--- config.mk ---
export PLATFORM = sky130hd
export DESIGN_NAME = iob_except_scan_flat
export DESIGN_NICKNAME = d
export VERILOG_FILES = /design/src/rtl/iob_except_scan_if.sv /design/src/rtl/iob_except_scan.sv /design/src/flat_wrapper.sv
export SDC_FILE = /design/constraint.sdc
export NUM_CORES = 1
export LEC_CHECK = 0
export ABC_CLOCK_PERIOD_IN_PS = 2100
export CAP_MARGIN = 20
export CORE_MARGIN = 2
export CORE_UTILIZATION = 35
export DETAILED_ROUTE_END_ITERATION = 7
export PLACE_DENSITY = 0.77
export SETUP_SLACK_MARGIN = 0.3
export SLEW_MARGIN = 20
export SYNTH_ARGS = -nofsm -noshare
export SYNTH_HDL_FRONTEND = slang
export SYNTH_SLANG_ARGS = --single-unit
--- constraint.sdc ---
create_clock -name clk -period 2.1 [get_ports clk]
set_input_delay 0.315 -clock clk [delete_from_list [all_inputs] [get_ports clk]]
set_output_delay 0.315 -clock clk [all_outputs]
set_load 0.05 [all_outputs]
--- src/rtl/iob_except_scan_if.sv ---
// rtl/iob_except_scan_if.sv - retire request, exception RAM read port and scan result bundle
interface iob_except_scan_if #(
    parameter int DATA_WIDTH = 16
);
    logic                  in_valid;
    logic                  in_ready;
    logic [5:0]            in_row;
    logic [9:0]            in_mask;
    logic                  kill;

    logic                  read_step;
    logic [5:0]            read_addr;
    logic [DATA_WIDTH-1:0] read_data0;
    logic [DATA_WIDTH-1:0] read_data1;
    logic [DATA_WIDTH-1:0] read_data2;
    logic [DATA_WIDTH-1:0] read_data3;
    logic [DATA_WIDTH-1:0] read_data4;
    logic [DATA_WIDTH-1:0] read_data5;
    logic [DATA_WIDTH-1:0] read_data6;
    logic [DATA_WIDTH-1:0] read_data7;
    logic [DATA_WIDTH-1:0] read_data8;
    logic [DATA_WIDTH-1:0] read_data9;

    logic                  out_valid;
    logic                  out_ready;
    logic [5:0]            out_row;
    logic [9:0]            out_ok_mask;
    logic                  out_exc;
    logic [3:0]            out_exc_slot;
    logic [DATA_WIDTH-1:0] out_exc_data;
    logic [15:0]           exc_count;

    modport slave (
        input  in_valid, in_row, in_mask, kill,
        input  read_data0, read_data1, read_data2, read_data3, read_data4,
        input  read_data5, read_data6, read_data7, read_data8, read_data9,
        input  out_ready,
        output in_ready, read_step, read_addr,
        output out_valid, out_row, out_ok_mask, out_exc, out_exc_slot, out_exc_data, exc_count
    );

    modport master (
        output in_valid, in_row, in_mask, kill,
        output read_data0, read_data1, read_data2, read_data3, read_data4,
        output read_data5, read_data6, read_data7, read_data8, read_data9,
        output out_ready,
        input  in_ready, read_step, read_addr,
        input  out_valid, out_row, out_ok_mask, out_exc, out_exc_slot, out_exc_data, exc_count
    );
endinterface

--- src/rtl/iob_except_scan.sv ---
// rtl/iob_except_scan.sv - retire-side scan of one ROB row's exception words for the first trap
module iob_except_scan #(
    parameter int DATA_WIDTH = 16
) (
    input  logic              clk,
    input  logic              rst,
    iob_except_scan_if.slave  bus
);
    typedef enum logic [1:0] {IDLE, READ, SCAN, RESP} state_t;

    state_t                state_q;
    state_t                state_d;
    logic [5:0]            addr_q;
    logic [9:0]            mask_q;
    logic [5:0]            row_q;
    logic [9:0]            ok_q;
    logic                  exc_q;
    logic [3:0]            slot_q;
    logic [DATA_WIDTH-1:0] data_q;
    logic [15:0]           cnt_q;

    logic                  in_ready;
    logic                  accept;
    logic [DATA_WIDTH-1:0] words [10];
    logic [9:0]            scan_ok;
    logic                  scan_exc;
    logic [3:0]            scan_slot;
    logic [DATA_WIDTH-1:0] scan_data;

    assign words[0] = bus.read_data0;
    assign words[1] = bus.read_data1;
    assign words[2] = bus.read_data2;
    assign words[3] = bus.read_data3;
    assign words[4] = bus.read_data4;
    assign words[5] = bus.read_data5;
    assign words[6] = bus.read_data6;
    assign words[7] = bus.read_data7;
    assign words[8] = bus.read_data8;
    assign words[9] = bus.read_data9;

    always_comb begin : fsm_next
        state_d  = state_q;
        in_ready = 1'b0;
        case (state_q)
            IDLE:    in_ready = 1'b1;
            RESP:    in_ready = bus.out_ready;
            default: in_ready = 1'b0;
        endcase
        if (bus.kill) begin
            in_ready = 1'b0;
        end
        accept = bus.in_valid && in_ready;
        case (state_q)
            IDLE:    if (accept) state_d = READ;
            READ:    state_d = SCAN;
            SCAN:    state_d = RESP;
            RESP:    if (bus.out_ready) state_d = accept ? READ : IDLE;
            default: state_d = IDLE;
        endcase
        if (bus.kill) begin
            state_d = IDLE;
        end
    end

    // Descending walk so the lowest flagged, valid slot is the one that sticks.
    always_comb begin : scan_first
        scan_ok   = mask_q;
        scan_exc  = 1'b0;
        scan_slot = 4'd0;
        scan_data = '0;
        for (int k = 9; k >= 0; k--) begin
            if (mask_q[k] && words[k][0]) begin
                scan_exc  = 1'b1;
                scan_slot = 4'(k);
                scan_data = words[k];
                scan_ok   = mask_q & ((10'd1 << k) - 10'd1);
            end
        end
    end

    always_ff @(posedge clk or negedge rst) begin
        if (!rst) begin
            state_q <= IDLE;
            addr_q  <= '0;
            mask_q  <= '0;
            row_q   <= '0;
            ok_q    <= '0;
            exc_q   <= 1'b0;
            slot_q  <= '0;
            data_q  <= '0;
            cnt_q   <= '0;
        end else begin
            state_q <= state_d;
            if (accept) begin
                addr_q <= bus.in_row;
                mask_q <= bus.in_mask;
            end
            if (state_q == SCAN && !bus.kill) begin
                row_q  <= addr_q;
                ok_q   <= scan_ok;
                exc_q  <= scan_exc;
                slot_q <= scan_slot;
                data_q <= scan_data;
            end
            if (state_q == RESP && bus.out_ready && !bus.kill && exc_q && cnt_q != 16'hFFFF) begin
                cnt_q <= cnt_q + 16'd1;
            end
        end
    end

    assign bus.in_ready     = in_ready;
    assign bus.read_step    = (state_q == READ);
    assign bus.read_addr    = addr_q;
    assign bus.out_valid    = (state_q == RESP);
    assign bus.out_row      = row_q;
    assign bus.out_ok_mask  = ok_q;
    assign bus.out_exc      = exc_q;
    assign bus.out_exc_slot = slot_q;
    assign bus.out_exc_data = data_q;
    assign bus.exc_count    = cnt_q;
endmodule

--- src/flat_wrapper.sv ---
// flat-port wrapper written by rule: the top's interface ports become plain ports
module iob_except_scan_flat 
#(
    parameter int DATA_WIDTH = 16
)
  (clk, rst, bus_in_valid, bus_in_row, bus_in_mask, bus_kill, bus_read_data0, bus_read_data1, bus_read_data2, bus_read_data3, bus_read_data4, bus_read_data5, bus_read_data6, bus_read_data7, bus_read_data8, bus_read_data9, bus_out_ready, bus_in_ready, bus_read_step, bus_read_addr, bus_out_valid, bus_out_row, bus_out_ok_mask, bus_out_exc, bus_out_exc_slot, bus_out_exc_data, bus_exc_count);
  iob_except_scan_if #(.DATA_WIDTH(DATA_WIDTH)) bus_i ();
  input  logic clk;
  input  logic rst;
  input wire logic [$bits(bus_i.in_valid)-1:0] bus_in_valid;
  input wire logic [$bits(bus_i.in_row)-1:0] bus_in_row;
  input wire logic [$bits(bus_i.in_mask)-1:0] bus_in_mask;
  input wire logic [$bits(bus_i.kill)-1:0] bus_kill;
  input wire logic [$bits(bus_i.read_data0)-1:0] bus_read_data0;
  input wire logic [$bits(bus_i.read_data1)-1:0] bus_read_data1;
  input wire logic [$bits(bus_i.read_data2)-1:0] bus_read_data2;
  input wire logic [$bits(bus_i.read_data3)-1:0] bus_read_data3;
  input wire logic [$bits(bus_i.read_data4)-1:0] bus_read_data4;
  input wire logic [$bits(bus_i.read_data5)-1:0] bus_read_data5;
  input wire logic [$bits(bus_i.read_data6)-1:0] bus_read_data6;
  input wire logic [$bits(bus_i.read_data7)-1:0] bus_read_data7;
  input wire logic [$bits(bus_i.read_data8)-1:0] bus_read_data8;
  input wire logic [$bits(bus_i.read_data9)-1:0] bus_read_data9;
  input wire logic [$bits(bus_i.out_ready)-1:0] bus_out_ready;
  output wire logic [$bits(bus_i.in_ready)-1:0] bus_in_ready;
  output wire logic [$bits(bus_i.read_step)-1:0] bus_read_step;
  output wire logic [$bits(bus_i.read_addr)-1:0] bus_read_addr;
  output wire logic [$bits(bus_i.out_valid)-1:0] bus_out_valid;
  output wire logic [$bits(bus_i.out_row)-1:0] bus_out_row;
  output wire logic [$bits(bus_i.out_ok_mask)-1:0] bus_out_ok_mask;
  output wire logic [$bits(bus_i.out_exc)-1:0] bus_out_exc;
  output wire logic [$bits(bus_i.out_exc_slot)-1:0] bus_out_exc_slot;
  output wire logic [$bits(bus_i.out_exc_data)-1:0] bus_out_exc_data;
  output wire logic [$bits(bus_i.exc_count)-1:0] bus_exc_count;
  assign bus_i.in_valid = bus_in_valid;
  assign bus_i.in_row = bus_in_row;
  assign bus_i.in_mask = bus_in_mask;
  assign bus_i.kill = bus_kill;
  assign bus_i.read_data0 = bus_read_data0;
  assign bus_i.read_data1 = bus_read_data1;
  assign bus_i.read_data2 = bus_read_data2;
  assign bus_i.read_data3 = bus_read_data3;
  assign bus_i.read_data4 = bus_read_data4;
  assign bus_i.read_data5 = bus_read_data5;
  assign bus_i.read_data6 = bus_read_data6;
  assign bus_i.read_data7 = bus_read_data7;
  assign bus_i.read_data8 = bus_read_data8;
  assign bus_i.read_data9 = bus_read_data9;
  assign bus_i.out_ready = bus_out_ready;
  assign bus_in_ready = bus_i.in_ready;
  assign bus_read_step = bus_i.read_step;
  assign bus_read_addr = bus_i.read_addr;
  assign bus_out_valid = bus_i.out_valid;
  assign bus_out_row = bus_i.out_row;
  assign bus_out_ok_mask = bus_i.out_ok_mask;
  assign bus_out_exc = bus_i.out_exc;
  assign bus_out_exc_slot = bus_i.out_exc_slot;
  assign bus_out_exc_data = bus_i.out_exc_data;
  assign bus_exc_count = bus_i.exc_count;
  iob_except_scan #(.DATA_WIDTH(DATA_WIDTH)) u_core (.clk(clk), .rst(rst), .bus(bus_i));
endmodule
==> Yosys cells after proc, flatten, opt, wreduce, memory -nomap -nowiden <==
Cells that the tools add are included.
{ "op_classes": {"n_addsub": 1, "eq_ne": 6, "n_mux": 47, "n_reduce_logical": 19} }
{ "op_table": {"columns": ["cell", "n"], "rows": [
  ["16-bit 2-to-1 mux", 10],
  ["10-bit 2-to-1 mux", 10],
  ["4-bit 2-to-1 mux", 10],
  ["16-bit by 1-bit adder with 16-bit output (second input constant)", 1],
  ["1-bit logical AND", 16],
  ["16-bit inequality test (second input constant)", 1],
  ["1-bit 2-to-1 mux", 12],
  ["2-bit one-hot mux with 4 select lines", 1],
  ["2-bit 2-to-1 mux", 3],
  ["2-bit equality test (second input constant)", 2],
  ["3-bit by 2-bit inequality test with 1-bit output (second input constant)", 1],
  ["3-bit inequality test (second input constant)", 1],
  ["2-bit by 1-bit equality test with 1-bit output (second input constant)", 1],
  ["2-bit zero test", 1],
  ["1-bit one-hot mux with 2 select lines", 1],
  ["2-bit AND reduction", 1],
  ["1-bit zero test", 1]
]} }
{ "word_totals": {"reg_bits": 71, "inputBits": 181, "out_inout_bits": 62, "wordCells": 82} }

==> Depth between registers and ports, before layout <==
{ "logic_depth": {"word_depth": 11, "mapped_depth": 9, "ltp_nobuf": 7} }

==> Worst setup path after synthesis <==
Ideal clock, no wire load.
{ "synth_path": {"path_type": "reg2out", "startpoint": "register u_core.state_q[0]", "endpoint": "output port bus_in_ready", "t_arrival_ns": 2.130, "required_ns": 1.785, "path_slack_ns": -0.345, "stages_incl_launch_ff": 4, "n_path_buf": 0, "path_cell_list": "dfrtp_1 -> ha_1 -> a21oi_1 -> nor3_1"} }
{ "synth_via": {"elab_chain_cells": 3, "elab_cells_between_ends": 4, "cone_classes": "eq/ne: 1; mux: 2; reduce/logical: 1"} }
{ "synth_lines": {"columns": ["element", "line", "text"], "rows": [
  ["start, declared", "iob_except_scan.sv:11", "state_t state_q;"],
  ["start signal, assigned", "iob_except_scan.sv:93", "state_q <= state_d;"],
  ["2-bit equality test", null, null],
  ["net bus_out_valid", "flat_wrapper.sv:28", "output wire logic [$bits(bus_i.out_valid)-1:0] bus_out_valid;"],
  ["1-bit one-hot mux with 2 select lines", "iob_except_scan.sv:44", "case (state_q)"],
  ["1-bit 2-to-1 mux", "iob_except_scan.sv:49", "if (bus.kill) begin"],
  ["end, declared", "flat_wrapper.sv:25", "output wire logic [$bits(bus_i.in_ready)-1:0] bus_in_ready;"]
]} }
The timed path passes the listed nets, and every way through them passes these cells.

==> Worst setup path after layout <==
{ "layout_path": {"startpoint": "register u_core.state_q[1]", "endpoint": "register u_core.addr_q[3], in the netlist u_core.bus.read_addr[3]"} }
{ "layout_via": {"elab_chain_cells": 4, "elab_cells_between_ends": 5, "cone_classes": "eq/ne: 1; mux: 2; reduce/logical: 2"} }
{ "layout_lines": {"columns": ["element", "line", "text"], "rows": [
  ["2-bit equality test or 2-bit zero test (tied branches)", "iob_except_scan.sv:44", null],
  ["1-bit one-hot mux with 2 select lines *", "iob_except_scan.sv:44", null],
  ["1-bit 2-to-1 mux *", "iob_except_scan.sv:49", null],
  ["1-bit logical AND *", "iob_except_scan.sv:52", "accept = bus.in_valid && in_ready;"],
  ["end signal, assigned", "iob_except_scan.sv:95", "addr_q <= bus.in_row;"],
  ["end, declared", "iob_except_scan.sv:13", "logic [5:0] addr_q;"]
]} }
Every way passes the cells marked *; elsewhere a longest branch is shown, timed or not.
A chain may end at the register's enable or synchronous reset.

==> metrics.txt <==
# TYPE chip_impl_metric gauge
chip_impl_metric{name="nets",unit=""} 885
chip_impl_metric{name="post-route-min-period",unit="ns"} 1.96
chip_impl_info{name="grt_setup_unrepaired",value="yes"} 1
chip_impl_metric{name="place.port_buffers",unit=""} 242
chip_impl_metric{name="report.final.setup_viol",unit=""} 0
chip_impl_metric{name="maxCapViolCount",unit=""} 0
chip_impl_metric{name="drt_iter0_markers",unit=""} 551
chip_impl_metric{name="height_of_the_die",unit="microns"} 115
chip_impl_metric{name="final-instance-count-excl-fill",unit=""} 850
chip_impl_metric{name="cts.htree.levels",unit=""} 3
chip_impl_metric{name="yosys.area_share.adder",unit=""} 0.0175
chip_impl_metric{name="maximum_number_of_pins_on_one_net_before_global_route_repair",unit=""} 57
chip_impl_metric{name="cts-hold-fix-buffers",unit=""} 0
chip_impl_metric{name="power_leakage",unit="nW"} 3.23
chip_impl_metric{name="total_power_consumption",unit="mW"} 9.01
chip_impl_metric{name="grt_pass1_vias",unit=""} 5006
chip_impl_metric{name="routed_wl",unit="microns"} 18200
chip_impl_metric{name="worst_ir_drop_vdd",unit="mV"} 0.857
chip_impl_info{name="combinational_family_with_the_most_area_after_synthesis",value="compound AO/OA/AOI/OAI gates"} 1
chip_impl_metric{name="final_hold_viol_count",unit=""} 0
chip_impl_metric{name="max_freq",unit="GHz"} 0.510
chip_impl_metric{name="synth-warning-count",unit=""} 0
chip_impl_metric{name="fraction_of_layout_instances_using_a_drive_strength_above_1",unit=""} 0.181
chip_impl_metric{name="netlist_instances",unit=""} 433
chip_impl_info{name="synth_top_cell_by_area",value="sky130_fd_sc_hd__dfrtp_1"} 1
chip_impl_metric{name="synth_largest_type_area_fraction",unit=""} 0.415
chip_impl_metric{name="worstPathRequired",unit="ns"} 2.31
chip_impl_info{name="worst-setup-path-type",value="reg -> reg"} 1
chip_impl_metric{name="postSynthNetCount",unit=""} 620
chip_impl_info{name="tritoncts",value="done"} 1
chip_impl_metric{name="global_route_usage_over_all_layers",unit=""} 0.261
chip_impl_metric{name="pwr_density_cell",unit="nW/um^2"} 1200
chip_impl_info{name="cp-end-kind",value="flop"} 1
chip_impl_metric{name="timing.max_slew.rel_slack",unit=""} 0.493
chip_impl_metric{name="initial_utilization",unit=""} 0.358
chip_impl_info{name="yosys-top-cells-count",value="71 x sky130_fd_sc_hd__dfrtp_1, 43 x sky130_fd_sc_hd__nand2_1, 30 x sky130_fd_sc_hd__a221o_1, 28 x sky130_fd_sc_hd__o21ai_0, 21 x sky130_fd_sc_hd__a21oi_1"} 1
chip_impl_metric{name="synthSimpleGateAreaFrac",unit=""} 0.137
chip_impl_metric{name="timing.setup.tns",unit="ns"} 0
chip_impl_metric{name="clkSlewWorstSetupHoldPaths",unit="ns"} 0.06
chip_impl_metric{name="muxShareOfSynthArea",unit=""} 0.0588
chip_impl_metric{name="tritoncts_num_sinks",unit=""} 71
chip_impl_metric{name="synth_xor_xnor_area_share",unit=""} 0.0246
chip_impl_metric{name="ys_seq_elements",unit=""} 71
chip_impl_metric{name="fill_cells",unit=""} 1002
chip_impl_metric{name="core_area",unit="sq um"} 12000
chip_impl_metric{name="clock_latency_of_the_later_clocked_register_in_the_worst_skew_pair",unit="ns"} 0.33
chip_impl_metric{name="synth_enable_flop_cells",unit=""} 0
chip_impl_metric{name="gr-total-overflow",unit=""} 0
chip_impl_metric{name="synthArstFlopShare",unit=""} 1.00
chip_impl_info{name="outcome",value="complete, no violations"} 1
chip_impl_metric{name="mappedNetlistArea",unit="sq um"} 4280
chip_impl_info{name="yosys.cell_count.top_type",value="sky130_fd_sc_hd__dfrtp_1"} 1
chip_impl_info{name="cts_root_buf",value="sky130_fd_sc_hd__clkbuf_16"} 1
chip_impl_metric{name="cts_buffers",unit=""} 9
chip_impl_metric{name="routedWlPerCell",unit="microns"} 21.5
chip_impl_metric{name="placedCellCount",unit=""} 816
chip_impl_info{name="synth.top_cells.by_area",value="sky130_fd_sc_hd__dfrtp_1 42%, sky130_fd_sc_hd__a221o_1 7.0%, sky130_fd_sc_hd__nand2_1 3.8%"} 1
chip_impl_metric{name="grt_first_pass_wirelength",unit="microns"} 26400
chip_impl_metric{name="synth_compound_gate_area_share",unit=""} 0.302
chip_impl_info{name="hold_class",value="in -> async"} 1
chip_impl_metric{name="post-route-drc-count",unit=""} 0
chip_impl_metric{name="avgSynthCellArea",unit="sq um"} 9.89
chip_impl_metric{name="area_growth_syn_to_layout",unit="%"} 76.0
chip_impl_metric{name="finalCoreUtilization",unit=""} 0.630
chip_impl_metric{name="placement.setup.worst_slack",unit="ns"} -0.365
chip_impl_metric{name="final_max_slew_viol_count",unit=""} 0
chip_impl_metric{name="die_width",unit="microns"} 115
chip_impl_metric{name="antenna_found_initial",unit=""} 0
chip_impl_metric{name="post-dp-hpwl",unit="microns"} 13100
chip_impl_metric{name="antenna_violating_nets_post_route",unit=""} 0
chip_impl_metric{name="share_of_the_yosys_chip_area_belonging_to_registers",unit=""} 0.415
chip_impl_metric{name="worst_slew_pin_slew",unit="ns"} 0.760
chip_impl_metric{name="die_area",unit="sq um"} 13100
chip_impl_metric{name="clock-skew-final",unit="ns"} 0.00805
chip_impl_info{name="startpoint_type",value="flop"} 1
chip_impl_info{name="ys.flop_type",value="sky130_fd_sc_hd__dfrtp_1"} 1
chip_impl_metric{name="num_vias",unit=""} 4985
chip_impl_metric{name="io_pins",unit=""} 243
chip_impl_metric{name="final_worst_path_period_share",unit=""} 0.935
chip_impl_metric{name="critPathArrivalTime",unit="ns"} 2.18
chip_impl_metric{name="cts_max_path_buffers",unit=""} 2
chip_impl_metric{name="std_cell_rows",unit=""} 40
chip_impl_metric{name="diodes",unit=""} 0
chip_impl_metric{name="timing.critical_path.fanout_max",unit=""} 8
chip_impl_metric{name="routed_via_density",unit=""} 5.86
chip_impl_metric{name="synth_cell_type_count",unit=""} 55
chip_impl_metric{name="gp_congestion",unit=""} 0.953
chip_impl_metric{name="layout_setup_ws",unit="ns"} 0.138
chip_impl_metric{name="drtPass1Iterations",unit=""} 5
==> timing repair <==
item	CTS	global route
pin swaps	1	11
setup buffers	4	11
setup endpoints to repair	94	53
gates resized for setup	67	20
gates cloned	0	3
==> area by class of cell <==
type / instances / area, sq um / area share
inverters: 10 / 37.5 / 0.00498
clock inverters: 6 / 46.3 / 0.00615
clock buffers: 10 / 229 / 0.0304
multi-input cells: 321 / 2460 / 0.326
flip-flops and latches: 71 / 1800 / 0.238
repair buffers: 285 / 2780 / 0.369
well taps: 147 / 184 / 0.0244
==> state kept, by name (all words and copies together) (netlist names) <==
register                 count
u_core.bus.out_exc           1
u_core.state_q               2
u_core.bus.read_addr         6
u_core.mask_q               10
u_core.bus.out_exc_data     16
u_core.bus.out_exc_slot      4
u_core.bus.out_row           6
u_core.bus.out_ok_mask      10
u_core.bus.exc_count        16
==> through the flow <==
step           hold slack, ns  cell area (sq um)
2_1_floorplan          0.0194               4340
3_3_place_gp            0.428               7010
3_5_place_dp            0.436               7010
4_1_cts                0.0758               7280
5_1_grt                 0.115               7530
6_report               0.0645               7530
==> worst max-delay path, cell delays in order (launching register included) <==
cell and delay [ns]:
sky130_fd_sc_hd__dfrtp_1 0.42, sky130_fd_sc_hd__inv_2 0.13, sky130_fd_sc_hd__ha_4 0.16, sky130_fd_sc_hd__a21oi_4 0.03, sky130_fd_sc_hd__or4b_4 0.59, sky130_fd_sc_hd__clkbuf_16 0.21, sky130_fd_sc_hd__mux2_4 0.30
==> report_power, final <==
group	switching, mW	internal (mW)	leakage (nW)
logic	3.24	2.11	2.21
clock network	0.626	0.807	0.129
registers	0.370	1.86	0.896
total	4.24	4.77	3.23
==> cell usage in the layout (no fill, tap or decap), types with 16 or more instances in the layout <==
| cell | count |
|---|---|
| sky130_fd_sc_hd__a21oi_1 | 19 |
| sky130_fd_sc_hd__clkdlybuf4s50_1 | 179 |
| sky130_fd_sc_hd__o21ai_0 | 27 |
| sky130_fd_sc_hd__a22oi_1 | 16 |
| sky130_fd_sc_hd__nor3_1 | 17 |
| sky130_fd_sc_hd__nand2_1 | 43 |
| sky130_fd_sc_hd__dfrtp_1 | 56 |
| sky130_fd_sc_hd__dlygate4sd2_1 | 59 |
| sky130_fd_sc_hd__buf_4 | 36 |
| sky130_fd_sc_hd__a221o_1 | 30 |
==> cells by family (layout without fill, tap and decap cells) <==
kind of cell               after synthesis  in the layout
AOI/OAI and AO/OA                      169            169
xor gates and xnor gates                12             12
adders and majority gates                6              6
buffers and inverters                   42            311
DFF                                     71             71
muxes                                   19             19
and+or+nand+nor                        114            115
==> path summary, 6_finish.rpt <==
kind / endpoint / slack (ns) / startpoint / cells after the start
min in group clk: u_core.bus.out_row[3] / 0.48 / u_core.bus.out_row[3] / 2
max: u_core.bus.read_addr[3] / 0.14 / u_core.state_q[1] / 6
min reg2reg: u_core.bus.out_row[3] / 0.48 / u_core.bus.out_row[3] / 2
min: u_core.bus.exc_count[7] / 0.06 / rst / 1
max reg2reg: u_core.bus.read_addr[3] / 0.14 / u_core.state_q[1] / 6
max in group asynchronous: u_core.bus.out_exc_data[4] / 1.39 / rst / 2
==> routing by layer <==
metal,track usage,vias to the layer above,wire length (microns)
met3,0.0678,63,1750
met2,0.403,329,8480
met5,0,-,0
met4,0.0951,0,609
met1,0.353,2377,7400
li1,-,2216,-
(Power assumes the default switching activity.)
